### config.mk
export PLATFORM = sky130hd
export DESIGN_NAME = vga_text_top_flat
export DESIGN_NICKNAME = d
export VERILOG_FILES = /design/src/rtl/vga_text_if.sv /design/src/rtl/vga_text_top.sv /design/src/flat_wrapper.sv
export SDC_FILE = /design/constraint.sdc
export NUM_CORES = 1
export LEC_CHECK = 0
export ABC_CLOCK_PERIOD_IN_PS = 5800
export BUFFER_PORTS_ARGS = -buffer_cell sky130_fd_sc_hd__buf_2
export CAP_MARGIN = 20
export CELL_PAD_IN_SITES_DETAIL_PLACEMENT = 0
export CELL_PAD_IN_SITES_GLOBAL_PLACEMENT = 1
export CORE_MARGIN = 2
export CORE_UTILIZATION = 30
export CTS_BUF_LIST = sky130_fd_sc_hd__clkbuf_16
export CTS_CLUSTER_SIZE = 10
export DETAILED_ROUTE_END_ITERATION = 10
export GPL_TIMING_DRIVEN = 0
export HOLD_SLACK_MARGIN = 0.05
export PLACE_DENSITY_LB_ADDON = 0.25
export SYNTH_ARGS = -nofsm -noshare
export SYNTH_HDL_FRONTEND = slang
export SYNTH_SLANG_ARGS = --single-unit
### constraint.sdc
create_clock -name clk -period 5.8 [get_ports clk]
set_clock_uncertainty 0.2 [all_clocks]
set_input_delay 0 -clock clk [delete_from_list [all_inputs] [get_ports clk]]
set_output_delay 0 -clock clk [all_outputs]
set_load 0.005 [all_outputs]
### src/rtl/vga_text_if.sv
// Pixel-side bundle of the VGA text display: colour switches in, sync and colour out.
interface vga_text_if;
   logic [1:0] BP_R;
   logic [1:0] BP_G;
   logic [1:0] BP_B;
   logic       hsync;
   logic       vsync;
   logic [2:0] text_rgb;

   modport master (input BP_R, BP_G, BP_B, output hsync, vsync, text_rgb);
   modport slave  (output BP_R, BP_G, BP_B, input hsync, vsync, text_rgb);
endinterface

### src/rtl/vga_text_top.sv
// 640x480@60 VGA timing with a 4-digit hex frame counter drawn in the top-left cells.
module vga_text_top #(
   parameter int H_VIS  = 640,
   parameter int H_FP   = 16,
   parameter int H_SYNC = 96,
   parameter int H_BP   = 48,
   parameter int V_VIS  = 480,
   parameter int V_FP   = 10,
   parameter int V_SYNC = 2,
   parameter int V_BP   = 33
) (
   input  logic       clk,
   input  logic       rst,
   vga_text_if.master vga
);
   localparam logic [9:0] H_LAST    = 10'(H_VIS + H_FP + H_SYNC + H_BP - 1);
   localparam logic [9:0] V_LAST    = 10'(V_VIS + V_FP + V_SYNC + V_BP - 1);
   localparam logic [9:0] HS_START  = 10'(H_VIS + H_FP);
   localparam logic [9:0] HS_END    = 10'(H_VIS + H_FP + H_SYNC);
   localparam logic [9:0] VS_START  = 10'(V_VIS + V_FP);
   localparam logic [9:0] VS_END    = 10'(V_VIS + V_FP + V_SYNC);

   logic [9:0]  h_cnt;
   logic [9:0]  v_cnt;
   logic [15:0] frame_cnt;

   logic        hs_low;
   logic        vs_low;
   logic        visible;
   logic        in_text;
   logic [3:0]  digit;
   logic [47:0] glyph;
   logic [7:0]  font_row;
   logic        pen;
   logic [2:0]  pix;

   assign hs_low  = (h_cnt >= HS_START) && (h_cnt < HS_END);
   assign vs_low  = (v_cnt >= VS_START) && (v_cnt < VS_END);
   assign visible = (h_cnt < 10'(H_VIS)) && (v_cnt < 10'(V_VIS));
   assign in_text = (v_cnt[8:3] == 6'd0) && (h_cnt[9:3] < 7'd4);

   always_comb begin
      digit = frame_cnt[15:12];
      case (h_cnt[4:3])
         2'd0:    digit = frame_cnt[15:12];
         2'd1:    digit = frame_cnt[11:8];
         2'd2:    digit = frame_cnt[7:4];
         default: digit = frame_cnt[3:0];
      endcase
   end

   // Only glyph rows 1..6 are stored; rows 0 and 7 are the blank spacing border.
   always_comb begin
      glyph = '0;
      case (digit)
         4'h0: glyph = 48'h3C_42_42_42_42_3C;
         4'h1: glyph = 48'h08_18_08_08_08_1C;
         4'h2: glyph = 48'h3C_42_04_18_20_7E;
         4'h3: glyph = 48'h7C_02_1C_02_02_7C;
         4'h4: glyph = 48'h0C_14_24_7E_04_04;
         4'h5: glyph = 48'h7E_40_7C_02_02_7C;
         4'h6: glyph = 48'h3C_40_7C_42_42_3C;
         4'h7: glyph = 48'h7E_02_04_08_10_10;
         4'h8: glyph = 48'h3C_42_3C_42_42_3C;
         4'h9: glyph = 48'h3C_42_42_3E_02_3C;
         4'hA: glyph = 48'h18_24_42_7E_42_42;
         4'hB: glyph = 48'h7C_42_7C_42_42_7C;
         4'hC: glyph = 48'h3C_42_40_40_42_3C;
         4'hD: glyph = 48'h78_44_42_42_44_78;
         4'hE: glyph = 48'h7E_40_7C_40_40_7E;
         default: glyph = 48'h7E_40_7C_40_40_40;
      endcase
      font_row = '0;
      case (v_cnt[2:0])
         3'd1:    font_row = glyph[47:40];
         3'd2:    font_row = glyph[39:32];
         3'd3:    font_row = glyph[31:24];
         3'd4:    font_row = glyph[23:16];
         3'd5:    font_row = glyph[15:8];
         3'd6:    font_row = glyph[7:0];
         default: font_row = '0;
      endcase
   end

   assign pen = font_row[3'd7 - h_cnt[2:0]];

   always_comb begin
      pix = 3'b000;
      if (visible) begin
         if (in_text && pen) pix = {vga.BP_R[0], vga.BP_G[0], vga.BP_B[0]};
         else                pix = {vga.BP_R[1], vga.BP_G[1], vga.BP_B[1]};
      end
   end

   always_ff @(posedge clk) begin
      if (rst) begin
         h_cnt        <= '0;
         v_cnt        <= '0;
         frame_cnt    <= '0;
         vga.hsync    <= 1'b1;
         vga.vsync    <= 1'b1;
         vga.text_rgb <= 3'b000;
      end else begin
         vga.hsync    <= ~hs_low;
         vga.vsync    <= ~vs_low;
         vga.text_rgb <= pix;
         if (h_cnt == H_LAST) begin
            h_cnt <= '0;
            if (v_cnt == V_LAST) begin
               v_cnt     <= '0;
               frame_cnt <= frame_cnt + 16'd1;
            end else begin
               v_cnt <= v_cnt + 10'd1;
            end
         end else begin
            h_cnt <= h_cnt + 10'd1;
         end
      end
   end
endmodule

### src/flat_wrapper.sv
// flat-port wrapper written by rule: the top's interface ports become plain ports
module vga_text_top_flat 
#(
   parameter int H_VIS  = 640,
   parameter int H_FP   = 16,
   parameter int H_SYNC = 96,
   parameter int H_BP   = 48,
   parameter int V_VIS  = 480,
   parameter int V_FP   = 10,
   parameter int V_SYNC = 2,
   parameter int V_BP   = 33
)
  (clk, rst, vga_BP_R, vga_BP_G, vga_BP_B, vga_hsync, vga_vsync, vga_text_rgb);
  vga_text_if vga_i ();
  input  logic clk;
  input  logic rst;
  input wire logic [$bits(vga_i.BP_R)-1:0] vga_BP_R;
  input wire logic [$bits(vga_i.BP_G)-1:0] vga_BP_G;
  input wire logic [$bits(vga_i.BP_B)-1:0] vga_BP_B;
  output wire logic [$bits(vga_i.hsync)-1:0] vga_hsync;
  output wire logic [$bits(vga_i.vsync)-1:0] vga_vsync;
  output wire logic [$bits(vga_i.text_rgb)-1:0] vga_text_rgb;
  assign vga_i.BP_R = vga_BP_R;
  assign vga_i.BP_G = vga_BP_G;
  assign vga_i.BP_B = vga_BP_B;
  assign vga_hsync = vga_i.hsync;
  assign vga_vsync = vga_i.vsync;
  assign vga_text_rgb = vga_i.text_rgb;
  vga_text_top #(.H_VIS(H_VIS), .H_FP(H_FP), .H_SYNC(H_SYNC), .H_BP(H_BP), .V_VIS(V_VIS), .V_FP(V_FP), .V_SYNC(V_SYNC), .V_BP(V_BP)) u_core (.clk(clk), .rst(rst), .vga(vga_i));
endmodule
Word level (Yosys, flattened, before mapping)
Memories as Yosys holds them, arrays and structs flattened.
Index checks and enable logic that the tools add are counted.
- register bits: 41
- bits in latches: 0
- memory bits (writable): 0
- ROM bits: 560
- input bits: 8
- output and inout port bits: 5
- word-level logic and storage cells: 48
- memories kept: 1
- memories (memory ; depth ; width ; read ports ; clocked after memory_dff ; write ports ; line ; text):
    (name not given) ; 16 ; 35 ; 1 ; 0 ; 0 ; vga_text_top.sv:55 ; case (digit)
- add/sub/neg operators: 4
- $mul: 0
- divide/modulo/power cells: 0
- $lt $le $gt $ge: 8
- equality and inequality tests: 10
- shift-type cells: 0
- mux-type cells: 6
- bitwise operators: 3
- reduce and logical (&&, ||, !) cells: 10
- operators by type and width (kind ; number):
    8-bit case mux with 6 select lines ; 1
    10-bit by 1-bit adder with 10-bit output (second input constant) ; 2
    10-bit equality test (second input constant) ; 2
    10-bit < comparator (second input constant) ; 2
    10-bit by 9-bit < comparator with 1-bit output (second input constant) ; 2
    16-bit by 1-bit adder with 16-bit output (second input constant) ; 1
    4-bit case mux with 3 select lines ; 1
    10-bit >= comparator (second input constant) ; 1
    10-bit by 9-bit >= comparator with 1-bit output (second input constant) ; 1
    10-bit 2-to-1 mux ; 1
    3-bit equality test (second input constant) ; 3
    7-bit by 3-bit < comparator with 1-bit output (second input constant) ; 1
    3-bit by 2-bit equality test with 1-bit output (second input constant) ; 2
    6-bit zero test ; 1
    1-bit logical AND ; 5
    3-bit by 4-bit < comparator with 1-bit output (second input constant) ; 1
    2-bit OR reduction ; 2
    1-bit binary-select mux with 3-bit select ; 1
    3-bit by 1-bit equality test with 1-bit output (second input constant) ; 1
    3-bit 2-to-1 mux ; 1
    1-bit NOT ; 3
    3-bit subtractor (first input constant) ; 1
    2-bit by 1-bit equality test with 1-bit output (second input constant) ; 1
    2-bit equality test (second input constant) ; 1
    other kinds (3) ; 3

Longest topological paths before layout
Gate-level depths: netlist of the first run.
An unclocked memory read counts as a cell.
- word-level depth: 8
- depth in mapped cells: 13
- depth with buffers taken out: 11

Worst setup path before layout of the first run
Ideal clock, no wire load.
- path kind: register to register
- from: register u_core.h_cnt[4]
- to: register u_core.vga.text_rgb[0]
- setup time: 0.133 ns
- data arrival time: 2.874 ns
- required time: 5.467 ns
- slack: 2.593 ns
- cell stages (with the launch flop): 12
- buffers on the path: 1
- clock period less this slack: 3.207 ns
- cells stage by stage: dfxtp_1 -> mux4_2 -> clkbuf_1 -> ha_1 -> inv_1 -> nand2_1 -> a21oi_1 -> o21ai_0 -> or4_4 -> a22oi_2 -> a2111oi_4 -> mux2i_1
- longest elaborated chain between the ends: 8
- elaborated cells on any way between the ends: 16
- classes of those cells: 2 x order compare; 2 x eq/ne; 5 x mux; 1 x bitwise; 5 x reduce/logical; 1 x memory
- RTL lines (element ; line ; text):
    start: declaration ; vga_text_top.sv:23 ; logic [9:0] h_cnt;
    start signal: assignment ; vga_text_top.sv:116 ; h_cnt <= h_cnt + 10'd1;
    2-bit equality test, or another cell as far along ; vga_text_top.sv:44 ; case (h_cnt[4:3])
    4-bit case mux with 3 select lines ; vga_text_top.sv:44 ;
    memory 16 x 35 bit ; - ;
    8-bit case mux with 6 select lines ; vga_text_top.sv:74 ; case (v_cnt[2:0])
    1-bit binary-select mux with 3-bit select ; vga_text_top.sv:85 ; assign pen = font_row[3'd7 - h_cnt[2:0]];
    1-bit 2-to-1 mux (implied by the code) ; vga_text_top.sv:85 ;
    1-bit logical AND ; vga_text_top.sv:90 ; if (in_text && pen) pix = {vga.BP_R[0], vga.BP_G[0], vga.BP_B[0]};
    3-bit 2-to-1 mux ; vga_text_top.sv:90 ;
    end signal: assignment ; vga_text_top.sv:106 ; vga.text_rgb <= pix;
    end: declaration ; vga_text_if.sv:10 ; modport master (input BP_R, BP_G, BP_B, output hsync, vsync, text_rgb);
Parallel ways exist; a longest one is shown, timed or not. The select of a mux whose other input is x is not followed.
A chain may end at the register's enable or synchronous reset.

Final worst setup path of the first run
- from: register u_core.h_cnt[4]
- to: register u_core.vga.text_rgb[1]
Same word-level chain as after synthesis.

==> flow_summary.toml, run 1 <==
[drt]
drt.antenna.violating_nets = 0
highest-signal-layer = "met4"
detail_route.iter0.violations = 126
vias_per_cell = 5.30
detail_route.first_pass.iterations = 4
routed-wl-met3_um = 266
drt-total-wl_mm = 7.87
detail_route.drc_violations = 0
via_count = 2752
routed_wire_length_per_instance_um = 15.2
wl_met2_mm = 3.50
wl_met1_mm = 3.92

[critical_path]
critPathLaunchType = "flop"
critical_path_required_ps = 5820
worst_setup_path_end_kind = "flop"
timing.critical_path.arrival_ps = 4400
timing.setup.critical_path_class = "reg -> reg"
cp_max_fo = 13

[logic_synthesis]
ys_types = 63
yosys_register_bits = 41
synth_fp_nets = 383
synth.top_cells.by_area = "dfxtp_1, ha_1, nor2_1, a21oi_1, xor2_1"
synth_enable_flop_cells = 0
synthFlopType = "dfxtp_1"
netlist_instances = 361
syn_avg_cell_area_um2 = 8.21
synth_area_um2 = 2960
seq_area_frac_synth_pct = 27.7
synthDominantCellAreaShare_pct = 27.7
yosys.area.top_type = "dfxtp_1"
ys_async_sr_fraction_pct = 0
synth.yosys.warnings = 0

[timing]
postLayoutSetupSlackWorst_ps = 1430
finalHoldViolations = 0
max_clock_freq_ghz = 0.229
tightestPinTransition_ps = 1040
report.final.setup_viol = 0
max-slew-margin-rel_pct = 30.0
final_min_period_over_clock_period_pct = 75.4
min_period_ps = 4370
setup_repair_after_global_routing_missed_its_margin = "false"
fin_setup_tns_ps = 0
timing_max_transition_violations_final = 0

[global_routing]
antenna_found_initial = 0
grt_pass1_vias = 2601
globalRoute.totalOverflow = 0
maximum_number_of_pins_on_one_net_before_global_route_repair = 14
grt_pass1_wl_mm = 13.1
track_usage_pct = 15.5

[power]
worst_vdd_ir_uv = 141
power-per-cell-area_nw_per_um2 = 184
p_leak_nw = 1.13

[clocking]
clock_tree.buffer_depth = 2
cts.clk_slew.worst_paths_ps = 60
cts-resized-gates = 0
clock_latency_ps = 280
post_cts_setup_driven_buffer_insertion_count = 0
cts_hold_repair.buffers = 7
cts-buffers-inserted = 5
cts_tree = "done"
htreeDepth = 2
numClockSinks = 41
root_buffer = "clkbuf_16"

[floorplanning]
io-pin-count = 13
fp.coreArea_um2 = 9680
initial_utilization_pct = 30.6
die_area_um2 = 10700
floorplan_die_width_um = 103
core.rowCount = 36
die_height_um = 103

[placed_design]
io_buffer_count = 11
pre_cts_ws_ps = 2020
globalplace.congestion = 0.896
dp_hpwl_mm = 5.64

[hold_path]
min_path_type = "reg -> reg"

[layout]
nNetsFinal = 408
layout-drive-gt1-share_pct = 12.2
diodes = 0
synthToLayoutAreaGrowth_pct = 15.2

[flow_run]
drv.max_cap_violation_count = 0

[status]
result_of_the_run = "finished clean"
per-stage QoR:
| step | hold WS [ps] | total power [mW] | instance area (um^2) | utilization, % | instances |
|---|---|---|---|---|---|
| after detailed placement | 55.1 | 0.322 | 3190 | 32.9 | 505 |
| after CTS | 302 | 0.636 | 3420 | 35.3 | 519 |
| after global routing | 332 | 0.648 | 3420 | 35.3 | 519 |
| after floorplan | -61.2 | 0.312 | 2960 | - | 361 |
| final | 303 | 0.627 | 3420 | 35.3 | 519 |
| after global placement | 54.3 | 0.322 | 3190 | 32.9 | 505 |
cell usage in the layout (no fill, tap or decap), drive strengths merged, types with 4 or more instances in the layout:
cell,count
a31oi,7
nor2,39
a21oi,24
mux2,4
o211ai,4
dfxtp,41
nand4,10
and3,7
o21ai,21
inv,11
nand3,19
xor2,13
ha,14
or3,11
clkbuf,18
nor2b,9
or4,4
dlygate4sd3,7
nand2,26
mux4,5
xnor2,10
mux2i,8
nand2b,7
nor3,5
buf,20
flip-flops by register name, indices dropped and copies added, names as in the netlist:
name / flops
u_core.h_cnt: 10
u_core.v_cnt: 10
u_core.vga.hsync: 1
u_core.frame_cnt: 16
u_core.vga.vsync: 1
u_core.vga.text_rgb: 3
routing by layer:
layer | global-route usage (%) | vias to the layer above
met1 | 22.4 | 1307
met5 | 0 | -
li1 | - | 1358
met4 | 5.77 | 0
met2 | 23.9 | 69
met3 | 1.61 | 18
cell families after synthesis:
group | share of synthesized area [%]
fa+ha+maj | 5.91
buf+inv | 5.70
mux | 8.15
compound gates | 18.8
xor+xnor | 6.80
simple gates | 27.0
flops | 27.7
worst max-delay path: stages, from the launching register on:
cell           delay, ps
dfxtp_1              390
mux4_2               520
clkbuf_1             310
inv_1                280
ha_1                 210
clkbuf_1             450
xnor2_1              140
mux2i_1              150
a21oi_1              120
a311oi_2             270
a22oi_2              150
a2111oi_4            340
mux2i_1              230
dlygate4sd3_1        560
worst paths after layout:
kind              cells past startpoint                endpoint            start  slack, ps
hold reg to reg                       1        u_core.vga.vsync  u_core.v_cnt[3]        300
hold / removal                        1        u_core.vga.vsync  u_core.v_cnt[3]        300
setup reg to reg                     13  u_core.vga.text_rgb[1]  u_core.h_cnt[4]       1430
setup / recovery                     13  u_core.vga.text_rgb[1]  u_core.h_cnt[4]       1430
cells in the mapped netlist (all sizes together), types with 7 or more instances:
master,instances
a21oi,24
a31oi,7
and3,7
buf,9
clkbuf,13
dfxtp,41
ha,14
inv,11
mux2i,8
nand2,26
nand2b,7
nand3,19
nand4,10
nor2,39
nor2b,9
o21ai,21
or3,11
xnor2,10
xor2,13
report_power, final:
part           leakage (nW)  internal (mW)  switching [mW]
logic                 0.723         0.0145          0.0162
registers             0.332          0.284         0.00376
clock network        0.0797          0.200           0.108
total                  1.13          0.499           0.128
layout make-up:
| class | count | area (um^2) |
|---|---|---|
| well taps | 133 | 166 |
| inverters | 11 | 41.3 |
| fillers | 1033 | 6270 |
| repair buffers | 18 | 125 |
| multi-input cells | 287 | 1970 |
| flip-flops and latches | 41 | 821 |
| clock inverters | 2 | 35.0 |
| clock buffers | 5 | 125 |
| plain buffers | 22 | 128 |
Note: power is estimated with default switching activity, not from simulation.
==> run 2: changes to the inputs <==
--- a/config.mk
+++ b/config.mk
@@ -5,7 +5,7 @@
 export SDC_FILE = /design/constraint.sdc
 export NUM_CORES = 1
 export LEC_CHECK = 0
-export ABC_CLOCK_PERIOD_IN_PS = 5800
+export ABC_CLOCK_PERIOD_IN_PS = 4500
 export BUFFER_PORTS_ARGS = -buffer_cell sky130_fd_sc_hd__buf_2
 export CAP_MARGIN = 20
 export CELL_PAD_IN_SITES_DETAIL_PLACEMENT = 0
==> constraint.sdc (replaced) <==
create_clock -name clk -period 4.5 [get_ports clk]
set_clock_uncertainty 0.2 [all_clocks]
set_input_delay 0 -clock clk [delete_from_list [all_inputs] [get_ports clk]]
set_output_delay 0 -clock clk [all_outputs]
set_load 0.005 [all_outputs]
==> run 2 against run 1 <==
Compared with the run above: die area unchanged; design area up 0.29%; setup slack worse by 1000 ps; total power up 29%; worst hold slack about the same; first-iteration DRC count down 13%; non-clock buffer count down 1; maximum frequency up 7.1%.
==> flow_summary.toml, run 2 (synthesized netlist as in run 1, its figures left out) <==
[status]
result_of_the_run = "finished clean"

[critical_path]
critPathLaunchType = "flop"
worst_setup_path_endpoint = "u_core.vga.text_rgb[1]"
reg2reg_setup_slack_ps = 420
critical_path.n_buffers_inverters = 4
crit_family = "buffers and inverters"
timing.setup.critical_path_class = "reg -> reg"
critical_path_required_ps = 4470
timing.critical_path.slowest_stage_cell = "dlygate4sd3_1"
timing.rr.end = "u_core.vga.text_rgb[1]"
timing.critical_path.from = "u_core.h_cnt[3]"
critical-path-max-stage-delay_ps = 570
worst_setup_path_end_kind = "flop"
timing.critical_path.depth = 13
crit_path_cell_chain = "buf_6, mux4_2, buf_2, ha_4, inv_1, nand2_1, a21oi_1, o21ai_0, or4_4, a22oi_2, a2111oi_4, mux2i_1, dlygate4sd3_1"
timing.critical_path.arrival_ps = 4050
critical_path.reg2reg.startpoint = "u_core.h_cnt[3]"
worstRegToRegCells = 13
cp_max_fo = 13

[floorplanning]
fp.coreArea_um2 = 9680
die_area_um2 = 10700
floorplan_die_width_um = 103
io-pin-count = 13
core.rowCount = 36
initial_utilization_pct = 30.6
die_height_um = 103

[clocking]
clock_latency_ps = 280
cts_tree = "done"
cts.clk_slew.worst_paths_ps = 60
root_buffer = "clkbuf_16"
cts-buffers-inserted = 5
numClockSinks = 41
post_cts_setup_driven_buffer_insertion_count = 0
htreeDepth = 2
clock_tree.buffer_depth = 2

[layout]
layout-drive-gt1-share_pct = 12.7
largest_registers = "u_core.frame_cnt x16, u_core.h_cnt x10, u_core.v_cnt x10"
largest_reg_flops = 16
nNetsFinal = 407
diodes = 0
layout_commonest_cell = "dfxtp_1"
synthToLayoutAreaGrowth_pct = 15.6
design_area_um2 = 3430
layout_common_cells = "dfxtp_1, nor2_1, nand2_1"
registers.top_by_ff_count = "u_core.frame_cnt"

[global_routing]
antenna_found_initial = 0
grt_pass1_vias = 2601
track_usage_pct = 15.5
globalRoute.totalOverflow = 0
maximum_number_of_pins_on_one_net_before_global_route_repair = 14
grt_pass1_wl_mm = 13.1

[timing]
min_period_ps = 4080
report.final.setup_viol = 0
fin_setup_tns_ps = 0
tightestPinTransition_ps = 1040
timing_max_transition_violations_final = 0
final_min_period_over_clock_period_pct = 90.8
max_clock_freq_ghz = 0.245
postLayoutSetupSlackWorst_ps = 416
setup_repair_after_global_routing_missed_its_margin = "false"
max-slew-margin-rel_pct = 30.0
finalHoldViolations = 0

[hold_path]
min_path_type = "reg -> reg"

[power]
worst_vdd_ir_uv = 181
p_leak_nw = 1.13
p_total_mw = 0.807
power-per-cell-area_nw_per_um2 = 236

[drt]
via_count = 2729
detail_route.drc_violations = 0
detail_route.first_pass.iterations = 4
vias_per_cell = 5.27
routed_wire_length_per_instance_um = 15.1
detail_route.iter0.violations = 109
drt.antenna.violating_nets = 0
drt-total-wl_mm = 7.80

[placed_design]
dp_hpwl_mm = 5.64
dpl_cell_area_um2 = 3190
globalplace.congestion = 0.896
io_buffer_count = 11
pre_cts_ws_ps = 720

[flow_run]
drv.max_cap_violation_count = 0
[run 2: cell count changes in the layout (fill, tap and decap cells not counted), sizes merged]
cell | previous run | this run
clkbuf | 18 | 17
[run 2: report_power, final]
part | leakage (nW) | internal, mW | total [mW] | switching [mW]
combinational | 0.722 | 0.0187 | 0.0396 | 0.0208
clock | 0.0797 | 0.257 | 0.396 | 0.139
sequential | 0.332 | 0.367 | 0.372 | 0.00487
[run 2: cell type report]
type	instances	area, um^2
timing repair buffer	18	125
clock inverter	2	35.0
multi-input combinational	287	1990
buffer	21	125
clock buffer	5	125
fill	1029	6260
inverter	11	41.3
tap	133	166
sequential	41	821
[run 2: worst min-delay path by stage]
| stage | end | slack, ps | from | cells after the start |
|---|---|---|---|---|
| floorplan | u_core.vga.text_rgb[0] | -60 | vga_BP_B[1] | 2 |
| global placement | u_core.vga.text_rgb[2] | 50 | vga_BP_R[1] | 3 |
| detailed placement | u_core.vga.text_rgb[2] | 60 | vga_BP_R[1] | 3 |
| CTS | u_core.vga.text_rgb[1] | 300 | vga_BP_G[1] | 4 |
| global route | u_core.vga.text_rgb[1] | 330 | vga_BP_G[1] | 4 |
| finish | u_core.vga.vsync | 300 | u_core.v_cnt[3] | 1 |
[run 2: stage by stage]
| stage | instances | util (%) | hold WS, ps |
|---|---|---|---|
| final | 518 | 35.4 | 303 |
| after global routing | 518 | 35.4 | 332 |
| after CTS | 519 | 35.3 | 302 |
| after detailed placement | 505 | 32.9 | 55.1 |
| after global placement | 505 | 32.9 | 54.3 |
| after floorplan | 361 | - | -61.2 |
[run 2: layer usage]
layer | vias to the layer above | track usage, % | routed length (um)
met4 | 0 | 5.77 | 105
li1 | 1354 | - | -
met3 | 12 | 1.61 | 281
met1 | 1295 | 22.4 | 3860
met2 | 68 | 23.9 | 3560
met5 | - | 0 | 0
[run 2: repair_timing]
action | in CTS | in global routing
gates resized for setup | 0 | 4
setup endpoints to repair | 0 | 3
hold buffers | 7 | 0
hold endpoints to repair | 6 | 0
[run 2: worst reg2reg max path, cell delays in order (launching register included)]
cell	delay (ps)
dfxtp_1	320
buf_6	150
mux4_2	510
buf_2	240
ha_4	300
inv_1	180
nand2_1	210
a21oi_1	180
o21ai_0	90
or4_4	560
a22oi_2	240
a2111oi_4	90
mux2i_1	140
dlygate4sd3_1	570
==> run 3: changes to the inputs <==
==> constraint.sdc (replaced) <==
create_clock -name clk -period 4.5 [get_ports clk]
set_clock_uncertainty 0.2 [all_clocks]
set_input_delay 0.225 -clock clk [delete_from_list [all_inputs] [get_ports clk]]
set_output_delay 0.225 -clock clk [all_outputs]
set_load 0.005 [all_outputs]
==> run 3 against run 2 <==
Compared with the run above: die area stayed put; sequential share of layout area increased by 0.070 points; global-route usage hardly changed; final cell count decreased by 0.19%; register-to-register slack barely moved; combinational power fell by 2%; critical endpoint unchanged; largest cell class unchanged; largest power group unchanged.
==> flow_summary.toml, run 3 (synthesized netlist as in run 1, its figures left out) <==
[critical_path]
timing.setup.critical_path_class = "reg -> reg"
crit_family = "buffers and inverters"
crit_path_cell_chain = "buf_6, mux4_2, buf_2, ha_4, inv_1, nand2_1, a21oi_1, o21ai_0, or4_4, a22oi_2, a2111oi_4, mux2i_1, dlygate4sd3_1"
worst_setup_path_end_kind = "flop"
critPathLaunchType = "flop"
timing.critical_path.slowest_stage_cell = "dlygate4sd3_1"
cp_max_fo = 13
timing.critical_path.from = "u_core.h_cnt[3]"
critical-path-max-stage-delay_ps = 570
critical_path.n_buffers_inverters = 4
critical_path_required_ps = 4470
critical_path.reg2reg.startpoint = "u_core.h_cnt[3]"
timing.critical_path.arrival_ps = 4050

[placed_design]
dp_cells = 505
io_buffer_count = 11
globalplace.congestion = 0.896
dp_hpwl_mm = 5.64
pre_cts_ws_ps = 720

[clocking]
cts.clk_slew.worst_paths_ps = 60
htreeDepth = 2
cts_tree = "done"
clock_tree.buffer_depth = 2
numClockSinks = 41
clock_latency_ps = 280
cts-buffers-inserted = 5
root_buffer = "clkbuf_16"

[hold_path]
min_path_type = "in -> reg"
hp-start = "rst"

[drt]
detail_route.drc_violations = 0
detail_route.first_pass.iterations = 4
vias_per_cell = 5.28
detail_route.iter0.violations = 110
routed_wire_length_per_instance_um = 15.1
drt.antenna.violating_nets = 0
drt-total-wl_mm = 7.81
via_count = 2732

[layout]
largest_registers = "u_core.frame_cnt x16, u_core.h_cnt x10, u_core.v_cnt x10"
layout_common_cells = "dfxtp_1, nor2_1, nand2_1"
registers.top_by_ff_count = "u_core.frame_cnt"
diodes = 0
largest_reg_flops = 16
instances_no_fill = 517
layout_commonest_cell = "dfxtp_1"
register_area_um2 = 821
layout-drive-gt1-share_pct = 12.8
combined_area_of_the_multi_input_logic_cells_um2 = 1990
nNetsFinal = 406
final.fill_count = 1030
synthToLayoutAreaGrowth_pct = 15.2

[timing]
final_min_period_over_clock_period_pct = 90.7
timing.hold.ws_ps = 116
max_clock_freq_ghz = 0.245
tightestPinTransition_ps = 1040
finalHoldViolations = 0
timing_max_transition_violations_final = 0
min_period_ps = 4080
report.final.setup_viol = 0
max-slew-margin-rel_pct = 30.0
postLayoutSetupSlackWorst_ps = 420
fin_setup_tns_ps = 0
setup_repair_after_global_routing_missed_its_margin = "false"

[floorplanning]
initial_utilization_pct = 30.6
floorplan_die_width_um = 103
die_height_um = 103
io-pin-count = 13
core.rowCount = 36
fp.coreArea_um2 = 9680
die_area_um2 = 10700

[global_routing]
grt_pass1_vias = 2607
globalRoute.totalOverflow = 0
maximum_number_of_pins_on_one_net_before_global_route_repair = 14
track_usage_pct = 15.5
antenna_found_initial = 0
grt_pass1_wl_mm = 13.1

[power]
power-per-cell-area_nw_per_um2 = 236
p_leak_nw = 1.13
worst_vdd_ir_uv = 182

[flow_run]
drv.max_cap_violation_count = 0

[status]
result_of_the_run = "finished clean"
run 3: repair_timing:
action / 4_1_cts / 5_1_grt
hold endpoints to repair: 3 / 0
setup buffers: 0 / 0
gates resized for setup: 0 / 4
hold buffers: 6 / 0
setup endpoints to repair: 0 / 3
run 3: where the power goes:
group | total [mW] | internal (mW) | switching (mW)
sequential | 0.372 | 0.367 | 0.00490
combinational | 0.0390 | 0.0182 | 0.0208
clock | 0.397 | 0.257 | 0.140
total | 0.808 | 0.642 | 0.165
run 3: final timing paths:
path | end | slack (ps) | depth (start not counted)
worst max-delay path | u_core.vga.text_rgb[1] | 420 | 13
worst min-delay path | u_core.frame_cnt[7] | 120 | 2
worst max register to register | u_core.vga.text_rgb[1] | 420 | 13
worst min register to register | u_core.vga.vsync | 300 | 1
run 3: cell type report:
type                       instances  share of cell area [%]
inverter                          11                    1.21
tap                              133                    4.87
timing repair buffer              17                    3.37
clock inverter                     2                    1.03
clock buffer                       5                    3.66
buffer                            21                    3.66
sequential                        41                    24.0
multi-input combinational        287                    58.2
run 3: stage by stage:
| stage | power, mW | instance area, um^2 | utilization, % |
|---|---|---|---|
| 2_1_floorplan | 0.402 | 2960 | - |
| 3_3_place_gp | 0.415 | 3190 | 32.9 |
| 3_5_place_dp | 0.415 | 3190 | 32.9 |
| 4_1_cts | 0.819 | 3410 | 35.2 |
| 5_1_grt | 0.835 | 3420 | 35.3 |
| 6_report | 0.808 | 3420 | 35.3 |
run 3: routing by layer:
metal	up-vias	part of all wire [%]	track usage, %	wire (um)
met5	-	0	0	0
met4	0	1.3	5.77	98
met3	10	4.1	1.61	321
met2	74	46	23.9	3560
met1	1298	49	22.5	3840
li1	1350	-	-	-
